===== src/rtl/subleq_fetch.sv =====
// subleq_fetch: fetches the three operands (A, B, C) of a SUBLEQ instruction
// from consecutive memory words starting at pc. It issues one read per
// operand and waits for mem_ack. If the ack wait for an operand reaches
// TIMEOUT cycles, the fetch aborts with a one-cycle err pulse.
//
// Ports
//   clk        system clock, all state updates on the rising edge
//   rst        synchronous active-low reset
//   start      fetch request, sampled only while idle
//   pc         word address of operand A
//   mem_req    memory read request
//   mem_addr   memory read word address (0 when not requesting)
//   mem_ack    read data valid on mem_rdata this cycle
//   mem_rdata  memory read data
//   a, b, c    fetched operands
//   busy       high whenever the fetcher is not idle
//   done       one-cycle pulse when a, b and c are all valid
//   err        one-cycle pulse on timeout abort
//
// All outputs are registered. Each output register is loaded with the
// decode of the next state, so the outputs always match the current state.

module subleq_fetch #(
  parameter int unsigned TIMEOUT = 255
) (
  input  logic        clk,
  input  logic        rst,
  input  logic        start,
  input  logic [63:0] pc,
  output logic        mem_req,
  output logic [63:0] mem_addr,
  input  logic        mem_ack,
  input  logic [63:0] mem_rdata,
  output logic [63:0] a,
  output logic [63:0] b,
  output logic [63:0] c,
  output logic        busy,
  output logic        done,
  output logic        err
);

  localparam int unsigned AW = 64;
  localparam int unsigned DW = 64;
  localparam int unsigned CW = 16;

  typedef enum logic [2:0] {
    ST_IDLE  = 3'd0,
    ST_REQ_A = 3'd1,
    ST_REQ_B = 3'd2,
    ST_REQ_C = 3'd3,
    ST_DONE  = 3'd4
  } state_t;

  state_t        r_state;
  logic [AW-1:0] r_base;
  logic [CW-1:0] r_cnt;
  logic [DW-1:0] r_a;
  logic [DW-1:0] r_b;
  logic [DW-1:0] r_c;
  logic          r_mem_req;
  logic [AW-1:0] r_mem_addr;
  logic          r_busy;
  logic          r_done;
  logic          r_err;

  state_t        w_state_nxt;
  logic [AW-1:0] w_base_nxt;
  logic [CW-1:0] w_cnt_nxt;
  logic [DW-1:0] w_a_nxt;
  logic [DW-1:0] w_b_nxt;
  logic [DW-1:0] w_c_nxt;
  logic          w_mem_req_nxt;
  logic [AW-1:0] w_mem_addr_nxt;
  logic          w_busy_nxt;
  logic          w_done_nxt;
  logic          w_err_nxt;
  logic          w_last_wait;

  // This cycle is the TIMEOUT-th consecutive cycle without an ack.
  assign w_last_wait = (r_cnt == CW'(TIMEOUT - 32'd1));

  // Next-state, operand capture, wait counter and output decode.
  always_comb begin
    w_state_nxt    = r_state;
    w_base_nxt     = r_base;
    w_cnt_nxt      = r_cnt;
    w_a_nxt        = r_a;
    w_b_nxt        = r_b;
    w_c_nxt        = r_c;
    w_err_nxt      = 1'b0;
    w_mem_req_nxt  = 1'b0;
    w_mem_addr_nxt = '0;
    w_busy_nxt     = 1'b0;
    w_done_nxt     = 1'b0;

    case (r_state)
      ST_IDLE: begin
        if (start) begin
          w_base_nxt  = pc;
          w_cnt_nxt   = '0;
          w_state_nxt = ST_REQ_A;
        end
      end
      ST_REQ_A: begin
        // Ack is checked first so it wins over a simultaneous timeout.
        if (mem_ack) begin
          w_a_nxt     = mem_rdata;
          w_cnt_nxt   = '0;
          w_state_nxt = ST_REQ_B;
        end else if (w_last_wait) begin
          w_cnt_nxt   = '0;
          w_err_nxt   = 1'b1;
          w_state_nxt = ST_IDLE;
        end else begin
          w_cnt_nxt   = r_cnt + CW'(1);
        end
      end
      ST_REQ_B: begin
        if (mem_ack) begin
          w_b_nxt     = mem_rdata;
          w_cnt_nxt   = '0;
          w_state_nxt = ST_REQ_C;
        end else if (w_last_wait) begin
          w_cnt_nxt   = '0;
          w_err_nxt   = 1'b1;
          w_state_nxt = ST_IDLE;
        end else begin
          w_cnt_nxt   = r_cnt + CW'(1);
        end
      end
      ST_REQ_C: begin
        if (mem_ack) begin
          w_c_nxt     = mem_rdata;
          w_cnt_nxt   = '0;
          w_state_nxt = ST_DONE;
        end else if (w_last_wait) begin
          w_cnt_nxt   = '0;
          w_err_nxt   = 1'b1;
          w_state_nxt = ST_IDLE;
        end else begin
          w_cnt_nxt   = r_cnt + CW'(1);
        end
      end
      ST_DONE: begin
        w_state_nxt = ST_IDLE;
      end
      default: begin
        w_state_nxt = ST_IDLE;
      end
    endcase

    // Outputs follow the state being entered; addresses wrap modulo 2^64.
    case (w_state_nxt)
      ST_REQ_A: begin
        w_mem_req_nxt  = 1'b1;
        w_mem_addr_nxt = w_base_nxt;
      end
      ST_REQ_B: begin
        w_mem_req_nxt  = 1'b1;
        w_mem_addr_nxt = w_base_nxt + AW'(1);
      end
      ST_REQ_C: begin
        w_mem_req_nxt  = 1'b1;
        w_mem_addr_nxt = w_base_nxt + AW'(2);
      end
      default: begin
        w_mem_req_nxt  = 1'b0;
        w_mem_addr_nxt = '0;
      end
    endcase
    w_busy_nxt = (w_state_nxt != ST_IDLE);
    w_done_nxt = (w_state_nxt == ST_DONE);
  end

  // State and output registers; reset drops any in-flight ack.
  always_ff @(posedge clk) begin
    if (!rst) begin
      r_state    <= ST_IDLE;
      r_base     <= '0;
      r_cnt      <= '0;
      r_a        <= '0;
      r_b        <= '0;
      r_c        <= '0;
      r_mem_req  <= 1'b0;
      r_mem_addr <= '0;
      r_busy     <= 1'b0;
      r_done     <= 1'b0;
      r_err      <= 1'b0;
    end else begin
      r_state    <= w_state_nxt;
      r_base     <= w_base_nxt;
      r_cnt      <= w_cnt_nxt;
      r_a        <= w_a_nxt;
      r_b        <= w_b_nxt;
      r_c        <= w_c_nxt;
      r_mem_req  <= w_mem_req_nxt;
      r_mem_addr <= w_mem_addr_nxt;
      r_busy     <= w_busy_nxt;
      r_done     <= w_done_nxt;
      r_err      <= w_err_nxt;
    end
  end

  assign mem_req  = r_mem_req;
  assign mem_addr = r_mem_addr;
  assign a        = r_a;
  assign b        = r_b;
  assign c        = r_c;
  assign busy     = r_busy;
  assign done     = r_done;
  assign err      = r_err;

endmodule


===== config.mk =====
export PLATFORM = sky130hd
export DESIGN_NAME = subleq_fetch
export DESIGN_NICKNAME = d
export VERILOG_FILES = /design/src/rtl/subleq_fetch.sv
export SDC_FILE = /design/constraint.sdc
export NUM_CORES = 1
export LEC_CHECK = 0
export BUFFER_PORTS_ARGS = -buffer_cell sky130_fd_sc_hd__buf_2
export CORE_MARGIN = 2
export CORE_UTILIZATION = 58
export DETAILED_ROUTE_END_ITERATION = 10
export PLACE_DENSITY = 0.86
export SYNTH_ARGS = -nofsm -noshare
export SYNTH_HDL_FRONTEND = slang
export SYNTH_SLANG_ARGS = --single-unit

===== constraint.sdc =====
create_clock -name clk -period 7.7 [get_ports clk]
set_input_delay 1.54 -clock clk [delete_from_list [all_inputs] [get_ports clk]]
set_output_delay 1.54 -clock clk [all_outputs]
set_load 0.05 [all_outputs]

Word level (Yosys, flattened, before mapping)
Index checks and enable logic that the tools add are counted.
{"block": "word_totals", "regBits": 343, "latchBits": 0, "ram_bits": 0, "romBits": 0, "in_bits": 132, "out_inout_bits": 260, "n_memories": 0}
{"block": "classes", "n_addsub": 3, "n_mul": 0, "div": 0, "order_cmp": 0, "n_eq_ne": 9, "shifts": 0, "n_mux": 15, "bitwise_logic": 2, "n_reduce_logical": 10}
{"operator": "$pmux 64 s3", "n": 1}
{"operator": "$mux 64", "n": 2}
{"operator": "$add 64x1->64 const B", "n": 1}
{"operator": "$add 64x2->64 const B", "n": 1}
{"operator": "$mux 16", "n": 3}
{"operator": "$pmux 16 s2", "n": 1}
{"operator": "$add 16x1->16 const B", "n": 1}
{"operator": "$eq 16x8->1 const B", "n": 1}
{"operator": "$mux 3", "n": 5}
{"operator": "$eq 3x2->1 const B", "n": 4}
{"operator": "$pmux 3 s4", "n": 1}
{"operator": "$reduce_or 3->1", "n": 3}
{"operator": "$reduce_and 2->1", "n": 4}
{"operator": "$eq 3x1->1 const B", "n": 2}
{"operator": "$eq 3x3->1 const B", "n": 1}
{"operator": "$logic_not 3->1", "n": 1}
{"operator": "$reduce_bool 3->1", "n": 1}
{"operator": "$mux 1", "n": 2}
{"operator": "$ne 2x2->1 const B", "n": 1}
{"operator": "$not 1->1", "n": 2}
{"operator": "$reduce_bool 2->1", "n": 1}

Logic depth before layout (Yosys ltp)
Gate-level depths: netlist of the first run.
{"block": "depth", "depth_word": 7, "mapped_depth": 17, "ltp_nobuf": 11}

Worst setup path after synthesis of the first run
No wires, ideal clock.
{"block": "synth_timing", "kind": "input to register", "start": "input start", "end": "register r_mem_addr[39], in the netlist mem_addr[39]", "setup_time_ns": 0.062, "arrival_time_ns": 5.029, "t_required_ns": 7.638, "setup_slack_ns": 2.609, "stages": 16, "path_cell_list": "nor4b_2 -> buf_2 -> buf_6 -> buf_6 -> buf_2 -> buf_2 -> mux2i_1 -> inv_1 -> ha_1 -> nand2_1 -> nor3_1 -> a32oi_1 -> nor4_4 -> or4b_1 -> or4_1 -> nand3_1"}
{"block": "synth_between", "elab_chain_cells": 4, "word_cells_on_any_way": 10}
{"element": "start: declaration", "line_no": "28", "source": "input logic start,"}
{"element": "$mux 64 (*)", "line_no": "98", "source": "if (start) begin"}
{"element": "$mux 64 (*)", "line_no": "96", "source": "case (r_state)"}
{"element": "net w_base_nxt[2]", "line_no": "67", "source": "logic [AW-1:0] w_base_nxt;"}
{"element": "$add 64x2->64 / $add 64x1->64 (equally long branches)", "line_no": "164, 160"}
{"element": "$pmux 64 s3 (*)", "line_no": "153", "source": "case (w_state_nxt)"}
{"element": "end signal: assignment", "line_no": "197", "source": "r_mem_addr <= w_mem_addr_nxt;"}
{"element": "end: declaration", "line_no": "61", "source": "logic [AW-1:0] r_mem_addr;"}
Mark *: on every way through the listed nets, which the timed path passes. The rest lies on a longest branch.
A chain may end at the register's enable or synchronous reset.

Worst setup path in the final report of the first run
Same ends and word-level chain as after synthesis.

==> flow_summary.ini, run 1 <==
[sta]
maxSlewViolCount = 0
relSlewSlack_pct = 19.9
worst_clock_skew_ns = 0.0169
max_freq_ghz = 0.204
finalSetupViolations = 0
rsz0062_at_grt = false
post-route-period-util_pct = 63.6
finalHoldViolCount = 0
worst_slew_pin_slew_ns = 1.20
period_needed_ns = 4.89
final.setup.tns_ns = 0

[detailed_routing]
finalWirelength_mm = 60.0
vias_per_cell = 6.32
remaining_drc_errors = 0
dr.pass1.iters = 6
drtAntennaViolNets = 0
dr_total_vias = 17200
routedWlPerCell_um = 22.0
first_iter_violations = 1934

[cts]
htreeDepth = 2
clk_pin_slew_worst_paths_ns = 0.06
cts_hold_buf = 0
cts_resized = 0
cts_sinks = 343
cts_tree = built
cts_buffer_depth = 3
cts_made_buffers = 37
cts_setup_buffers = 0
insertion_delay_ns = 0.53
cts_root_buffer = clkbuf_16

[die]
ioPinCount = 392
die_w_um = 169
core_area_um2 = 26900
start_util_pct = 59.0
rows = 60
die_h_um = 169
die-area_um2 = 28700

[critical_path]
crit_type = in -> reg
critical_path_arrival_ns = 5.35
cp_cell_sequence = buf_2, nor4b_4, buf_12, mux2i_1, inv_1, ha_1, nand2_1, nor3_1, a32oi_1, nor4_4, or4b_1, or4_1, nand3_1
r2r-start = r_state[0]
worstPathRequired_ns = 8.16
critical_path.top_delay_family = simple AND/OR/NAND/NOR gates
worst-path-max-fanout = 129
slowest_delay_ns = 0.52
critPathSlowestCell = or4b_1
worst_setup_path_end_kind = flip-flop
worstReg2RegEnd = mem_addr[39]
cp_num_buf_inv = 3
reg2reg_depth = 12
rrSetupSlack_ns = 3.30
critPathLaunchType = primary input

[worst_hold_path]
hp-start = a[2]
min_path_type = reg -> reg
min_to = a[2]
holdPathStages = 2

[placement]
post_dp_cell_area_um2 = 17900
hpwl_mm = 41.3
gp_congestion = 1.03
io_buffer_count = 391

[synth]
synth-compound-area-share_pct = 16.5
synth_edf_count = 0
ys_ff_latch = 343
netlist_area_um2 = 15900
yosysSeqAreaShare_pct = 43.3
synthCells = 2024
synthAdderAreaFrac_pct = 0.315
synth_area_per_cell_um2 = 7.84
synth_xor_area_share_pct = 3.53
synthMuxAreaShare_pct = 4.07
synthArstFlopShare_pct = 0
yosysUniqueCellTypes = 80
yosysWarningCount = 0
syn_nets = 2160
synth_top_family_by_area = simple AND/OR/NAND/NOR gates
ys.flop_type = dfxtp_1
synthSimpleGateAreaFrac_pct = 28.5

[layout]
layout.nets = 2483
final_cell_mix = nand2_1 (465), buf_2 (391), dfxtp_1 (343)
syn2layout_area_growth_pct = 20.7
final_area_um2 = 19100
final_common_cell = nand2_1
drive_gt1_share_pct = 21.5

[pwr]
p_comb_share_pct = 16.5
pwr_density_cell_nw_per_um2 = 231
peakVddDrop_v = 0.000214
intPower_mw = 3.08
seq_power_share_pct = 43.1
power_mw = 4.43
clockPowerShare_pct = 40.4
leakage_nw = 7.57
sw_frac_of_total_pct = 30.5
p_sw_mw = 1.35

[global_route]
antenna_found_initial = 11
grt_pass1_wl_mm = 90.0
grt.total_usage_pct = 39.9
grt_max_degree = 130
grt_pass1_vias = 16100
overflow = 0

[run_status]
outcome = complete, no violations

[job]
drv_cap = 0
final cells by class:
| cell class | instances | area, µm² |
|---|---|---|
| multi-input combinational | 1541 | 8460 |
| tap | 341 | 427 |
| antenna | 8 | 20.0 |
| clock buffer | 52 | 1060 |
| timing repair buffer | 407 | 2090 |
| sequential | 343 | 6870 |
| inverter | 17 | 68.8 |
| fill | 2157 | 7730 |
| clock inverter | 15 | 154 |
power groups by stage:
| stage | Clock (mW) | Sequential [mW] | Combinational (mW) |
|---|---|---|---|
| after floorplan | 0 | 2.08 | 0.338 |
| after global placement | 0 | 1.94 | 0.698 |
| after detailed placement | 0 | 1.94 | 0.710 |
| after CTS | 1.79 | 1.90 | 0.714 |
| after global routing | 1.87 | 1.91 | 0.769 |
| final | 1.79 | 1.91 | 0.732 |
registers in the layout, summed over array words and instances, names as in the netlist:
name      count
b            64
r_cnt        16
err           1
done          1
mem_req       1
a            64
c            64
mem_addr     64
r_state       3
r_base       64
busy          1
worst max path at each step:
stage           from      endpoint  slack, ns  cells after the start
3_3_place_gp   start  mem_addr[39]       2.43                     13
6_report       start  mem_addr[39]       2.81                     13
4_1_cts        start  mem_addr[39]       2.83                     13
5_1_grt        start  mem_addr[55]       2.58                     13
3_5_place_dp   start  mem_addr[39]       2.31                     13
2_1_floorplan  start  mem_addr[39]       2.61                     16
worst min-delay path, cell delays in order, from the launching register on:
cell	delay [ns]
dfxtp_1	0.31
nand2_1	0.05
a21oi_1	0.05
cell families after synthesis:
kind of cell / count (synthesis)
AND/OR/NAND/NOR: 978
adder cells (fa/ha/maj): 4
XOR/XNOR: 64
AO/OA/AOI/OAI: 431
buffers and inverters: 140
multiplexers: 64
flip-flops: 343
synthesized netlist by cell type, types with 14 or more instances:
cell type | n | area (µm²)
mux2i_1 | 60 | 601
nand3_1 | 65 | 325
xnor2_1 | 41 | 359
and3_1 | 14 | 87.6
nor2_1 | 201 | 754
nand4_1 | 48 | 300
xor2_1 | 23 | 201
nand2_1 | 466 | 1750
nor4_1 | 48 | 300
inv_1 | 15 | 56.3
o21ai_0 | 33 | 165
buf_2 | 18 | 90.1
nor3_1 | 40 | 200
dfxtp_1 | 343 | 6870
a21oi_1 | 247 | 1240
a221oi_1 | 16 | 140
clkbuf_1 | 93 | 349
metrics by stage:
step	hold slack [ns]	cells	utilization, %	worst slack (ns)
3_5_place_dp	0.443	2649	66.6	2.31
5_1_grt	0.467	2724	71.2	2.58
4_1_cts	0.452	2716	71.2	2.83
2_1_floorplan	0.472	2024	-	2.61
3_3_place_gp	0.439	2649	66.6	2.43
6_report	0.452	2724	71.2	2.81
routing by layer:
layer	routed length (µm)	vias up	track usage, %
li1	-	7761	-
met1	21600	7959	49.9
met2	27000	1272	62.7
met3	8200	222	12.1
met4	3200	6	19.8
met5	42	-	0
Note: power is estimated with default switching activity, not from simulation.
==> run 2, diff against run 1 <==
--- a/config.mk
+++ b/config.mk
@@ -7,9 +7,9 @@
 export LEC_CHECK = 0
 export BUFFER_PORTS_ARGS = -buffer_cell sky130_fd_sc_hd__buf_2
 export CORE_MARGIN = 2
-export CORE_UTILIZATION = 58
+export CORE_UTILIZATION = 49
 export DETAILED_ROUTE_END_ITERATION = 10
-export PLACE_DENSITY = 0.86
+export PLACE_DENSITY = 0.77
 export SYNTH_ARGS = -nofsm -noshare
 export SYNTH_HDL_FRONTEND = slang
 export SYNTH_SLANG_ARGS = --single-unit
==> constraint.sdc (replaced) <==
create_clock -name clk -period 4.08 [get_ports clk]
set_input_delay 0.816 -clock clk [delete_from_list [all_inputs] [get_ports clk]]
set_output_delay 0.816 -clock clk [all_outputs]
set_load 0.05 [all_outputs]
==> flow_summary.ini, run 2 (synthesis gave the netlist of run 1 again) <==
[layout]
final_area_um2 = 19700
syn2layout_area_growth_pct = 24.4
final_cell_mix = nand2_1 (465), buf_2 (391), dfxtp_1 (343)
fillers = 2779
drive_gt1_share_pct = 23.3
final_common_cell = nand2_1
layout.nets = 2533

[critical_path]
critical_path_arrival_ns = 3.96
cp_cell_sequence = or4b_4, o21ai_4, ha_2, nand3_1, nor4b_1, o22ai_1, nor2_2, a2111oi_0, a31oi_1, o221ai_1
critPathLaunchType = flip-flop
crit_type = reg -> reg
critPathSlowestCell = or4b_4
worst-path-max-fanout = 11
slowest_delay_ns = 0.64
worstPathRequired_ns = 4.46
worst_setup_path_end_kind = flip-flop

[pwr]
leakage_nw = 7.87
peakVddDrop_v = 0.000415
pwr_density_cell_nw_per_um2 = 438

[cts]
cts_hold_buf = 0
clk_pin_slew_worst_paths_ns = 0.06
htreeDepth = 2
cts_made_buffers = 38
cts_resized = 0
insertion_delay_ns = 0.54
cts_tree = built
cts_sinks = 343
cts_buffer_depth = 3
cts_root_buffer = clkbuf_16
cts_setup_buffers = 0

[global_route]
overflow = 0
antenna_found_initial = 10
grt.total_usage_pct = 35.3
grt_max_degree = 97
grt_pass1_wl_mm = 93.0
grt_pass1_vias = 16100

[detailed_routing]
dr.pass1.iters = 6
vias_per_cell = 6.05
first_iter_violations = 1938
routedWlPerCell_um = 21.9
dr_total_vias = 17100
drtAntennaViolNets = 0
remaining_drc_errors = 0
finalWirelength_mm = 62.1

[worst_hold_path]
min_path_type = reg -> reg

[sta]
worst_clock_skew_ns = 0.0257
max_freq_ghz = 0.279
finalSetupViolations = 0
maxSlewViolCount = 0
worst_slew_pin_slew_ns = 1.10
rsz0062_at_grt = false
finalHoldViolCount = 0
period_needed_ns = 3.58
final.setup.tns_ns = 0
relSlewSlack_pct = 26.5
post-route-period-util_pct = 87.8

[die]
die_h_um = 184
rows = 65
die_w_um = 184
die-area_um2 = 33800
core_area_um2 = 31700
start_util_pct = 50.0
ioPinCount = 392

[placement]
hpwl_mm = 44.7
gp_congestion = 1.00
post_dp_cell_area_um2 = 18400
io_buffer_count = 391

[job]
drv_cap = 0

[run_status]
outcome = complete, no violations
[run 2: cell count changes in the layout (fill, tap and decap cells not counted), moves of 2 or more]
| cell | previous run | this run |
|---|---|---|
| buf_12 | 1 | 3 |
| buf_4 | 15 | 62 |
| bufinv_16 | 2 | 4 |
| clkbuf_1 | 8 | 6 |
| clkbuf_8 | 6 | 11 |
| clkinv_2 | 10 | 4 |
| o21ai_1 | 4 | 2 |
[run 2: final timing paths]
check                           slack, ns  startpoint  depth (start not counted)           end
worst max-delay path                 0.50  r_state[2]                         10  mem_addr[45]
worst max register to register       0.50  r_state[2]                         10  mem_addr[45]
worst min register to register       0.45       a[57]                          2         a[57]
worst min-delay path                 0.45       a[57]                          2         a[57]
[run 2: layout make-up]
cell class | instances | area [µm²] | area share [%]
Multi-Input combinational cell | 1541 | 8480 | 43.0
Clock buffer | 55 | 1120 | 5.70
Tap cell | 402 | 503 | 2.55
Sequential cell | 343 | 6870 | 34.8
Inverter | 17 | 68.8 | 0.349
Timing Repair Buffer | 456 | 2480 | 12.6
Antenna cell | 7 | 17.5 | 0.0888
Clock inverter | 12 | 191 | 0.970
[run 2: layer usage]
metal | share of wire [%] | vias to the layer above | GRT usage, %
met1 | 40 | 8145 | 45.0
li1 | - | 7864 | -
met3 | 10 | 174 | 8.46
met2 | 45 | 964 | 56.3
met5 | 0 | - | 0
met4 | 4.8 | 0 | 17.0
[run 2: critical path: cells and delay by family, from the launching register on]
kind / cells / cell delay, ns
and+or+nand+nor: 4 / 1.60
AOI/OAI and AO/OA: 5 / 1.06
DFF: 1 / 0.44
adders and majority gates: 1 / 0.33
[run 2: per-stage QoR]
step | hold slack, ns | power (mW) | setup WS (ns) | utilization (%) | instances
2_1_floorplan | 0.472 | 4.57 | 0.0264 | - | 2024
3_3_place_gp | 0.439 | 5.04 | 0.315 | 58.0 | 2759
3_5_place_dp | 0.443 | 5.06 | 0.211 | 58.0 | 2759
4_1_cts | 0.451 | 8.64 | 0.599 | 62.2 | 2826
5_1_grt | 0.462 | 8.89 | 0.228 | 62.2 | 2832
6_report | 0.450 | 8.64 | 0.500 | 62.2 | 2833
[run 2: power breakdown]
part	internal [mW]	total, mW	switching, mW
Clock	2.18	3.61	1.43
Combinational	0.399	1.43	1.04
Sequential	3.49	3.59	0.106
==> run 3, diff against run 2 <==
--- a/config.mk
+++ b/config.mk
@@ -6,6 +6,7 @@
 export NUM_CORES = 1
 export LEC_CHECK = 0
 export BUFFER_PORTS_ARGS = -buffer_cell sky130_fd_sc_hd__buf_2
+export CAP_MARGIN = 30
 export CORE_MARGIN = 2
 export CORE_UTILIZATION = 49
 export DETAILED_ROUTE_END_ITERATION = 10
==> constraint.sdc (replaced) <==
create_clock -name clk -period 4.08 [get_ports clk]
set_input_delay 0.816 -clock clk [delete_from_list [all_inputs] [get_ports clk]]
set_output_delay 0.816 -clock clk [all_outputs]
set_load 0.1 [all_outputs]
==> flow_summary.ini, run 3 (synthesis gave the netlist of run 1 again) <==
[sta]
period_needed_ns = 3.64
worst_clock_skew_ns = 0.0282
max_freq_ghz = 0.275
post-route-period-util_pct = 89.3
final.setup.tns_ns = 0
maxSlewViolCount = 0
finalSetupViolations = 0
rsz0062_at_grt = false
worst_slew_pin_slew_ns = 0.975
finalHoldViolCount = 0
relSlewSlack_pct = 34.4
fin_ws_ns = 0.438

[detailed_routing]
remaining_drc_errors = 0
dr_total_vias = 17100
finalWirelength_mm = 62.1
first_iter_violations = 2003
drtAntennaViolNets = 0
dr.pass1.iters = 6
routedWlPerCell_um = 21.9
vias_per_cell = 6.04

[cts]
cts_resized = 0
cts_hold_buf = 0
insertion_delay_ns = 0.54
cts_sinks = 343
cts_made_buffers = 38
htreeDepth = 2
cts_tree = built
cts_buffer_depth = 3
clk_pin_slew_worst_paths_ns = 0.06
cts_root_buffer = clkbuf_16
cts_setup_buffers = 0

[layout]
layout.nets = 2534
drive_gt1_share_pct = 23.5
syn2layout_area_growth_pct = 24.9
final_cell_mix = nand2_1 (465), buf_2 (391), dfxtp_1 (343)
final_area_um2 = 19800
post-route-util_pct = 62.5
final_common_cell = nand2_1

[worst_hold_path]
hp-start = c[56]
min_path_type = reg -> reg
holdPathStages = 2
min_to = c[56]

[global_route]
grt.total_usage_pct = 35.3
grt_max_degree = 97
grt_pass1_wl_mm = 92.3
overflow = 0
grt_pass1_vias = 16300
antenna_found_initial = 10

[placement]
hpwl_mm = 44.8
place_ws_ns = 0.206
post_dp_cell_area_um2 = 18400
gp_congestion = 1.00
io_buffer_count = 391

[critical_path]
critPathLaunchType = flip-flop
slowest_delay_ns = 0.89
critPathSlowestCell = nor4_1
worstPathRequired_ns = 4.49
worst-path-max-fanout = 84
reg2reg_depth = 10
rrSetupSlack_ns = 0.44
cp_cell_sequence = nor4b_4, buf_12, buf_12, nor4_1, nor2_1, nor3_2, xnor2_1, a221oi_1, buf_4, nor2_1
r2r-start = r_state[2]
worstReg2RegEnd = mem_addr[26]
worst_setup_path_end_kind = flip-flop
crit_type = reg -> reg
critical_path_arrival_ns = 4.05

[pwr]
pwr_density_cell_nw_per_um2 = 459
peakVddDrop_v = 0.000435
leakage_nw = 7.90
power_mw = 9.11

[job]
drv_cap = 0

[run_status]
outcome = complete, no violations

[die]
rows = 65
die_w_um = 184
die_h_um = 184
core_area_um2 = 31700
ioPinCount = 392
die-area_um2 = 33800
start_util_pct = 50.0
[run 3: routing by layer]
layer | wire length [µm] | GRT usage [%]
met5 | 0 | 0
met4 | 2930 | 16.5
met3 | 6760 | 9.57
met2 | 28200 | 56.4
met1 | 24200 | 44.4
[run 3: worst max-delay path: cells and delay by family, from the launching register on]
family / cells / cell delay, ns
XOR/XNOR: 1 / 0.12
AO/OA/AOI/OAI: 1 / 0.31
flip-flops: 1 / 0.60
buffers and inverters: 3 / 0.61
AND/OR/NAND/NOR: 5 / 1.84
[run 3: worst max-delay path by stage]
stage                   end  slack, ns  cells after the start       start
6_report       mem_addr[26]       0.44                     10  r_state[2]
5_1_grt        mem_addr[45]       0.31                     10  r_state[2]
4_1_cts        mem_addr[53]       0.60                     10  r_state[2]
3_5_place_dp   mem_addr[53]       0.21                     11       start
3_3_place_gp   mem_addr[39]       0.32                     11       start
2_1_floorplan  mem_addr[39]       0.03                     16       start
[run 3: where the power goes]
part	internal [mW]	switching (mW)
logic	0.400	1.35
registers	3.49	0.105
clock network	2.30	1.46
[run 3: cell type report]
class | count | area, µm²
antenna | 8 | 20.0
sequential | 343 | 6870
fill | 2813 | 11900
inverter | 17 | 68.8
clock inverter | 21 | 312
multi-input combinational | 1541 | 8480
clock buffer | 48 | 1060
timing repair buffer | 457 | 2510
tap | 402 | 503
[run 3: per-stage QoR]
stage,instances,hold slack [ns]
6_report,2837,0.449
5_1_grt,2836,0.470
4_1_cts,2829,0.451
3_5_place_dp,2760,0.443
3_3_place_gp,2759,0.439
2_1_floorplan,2024,0.472
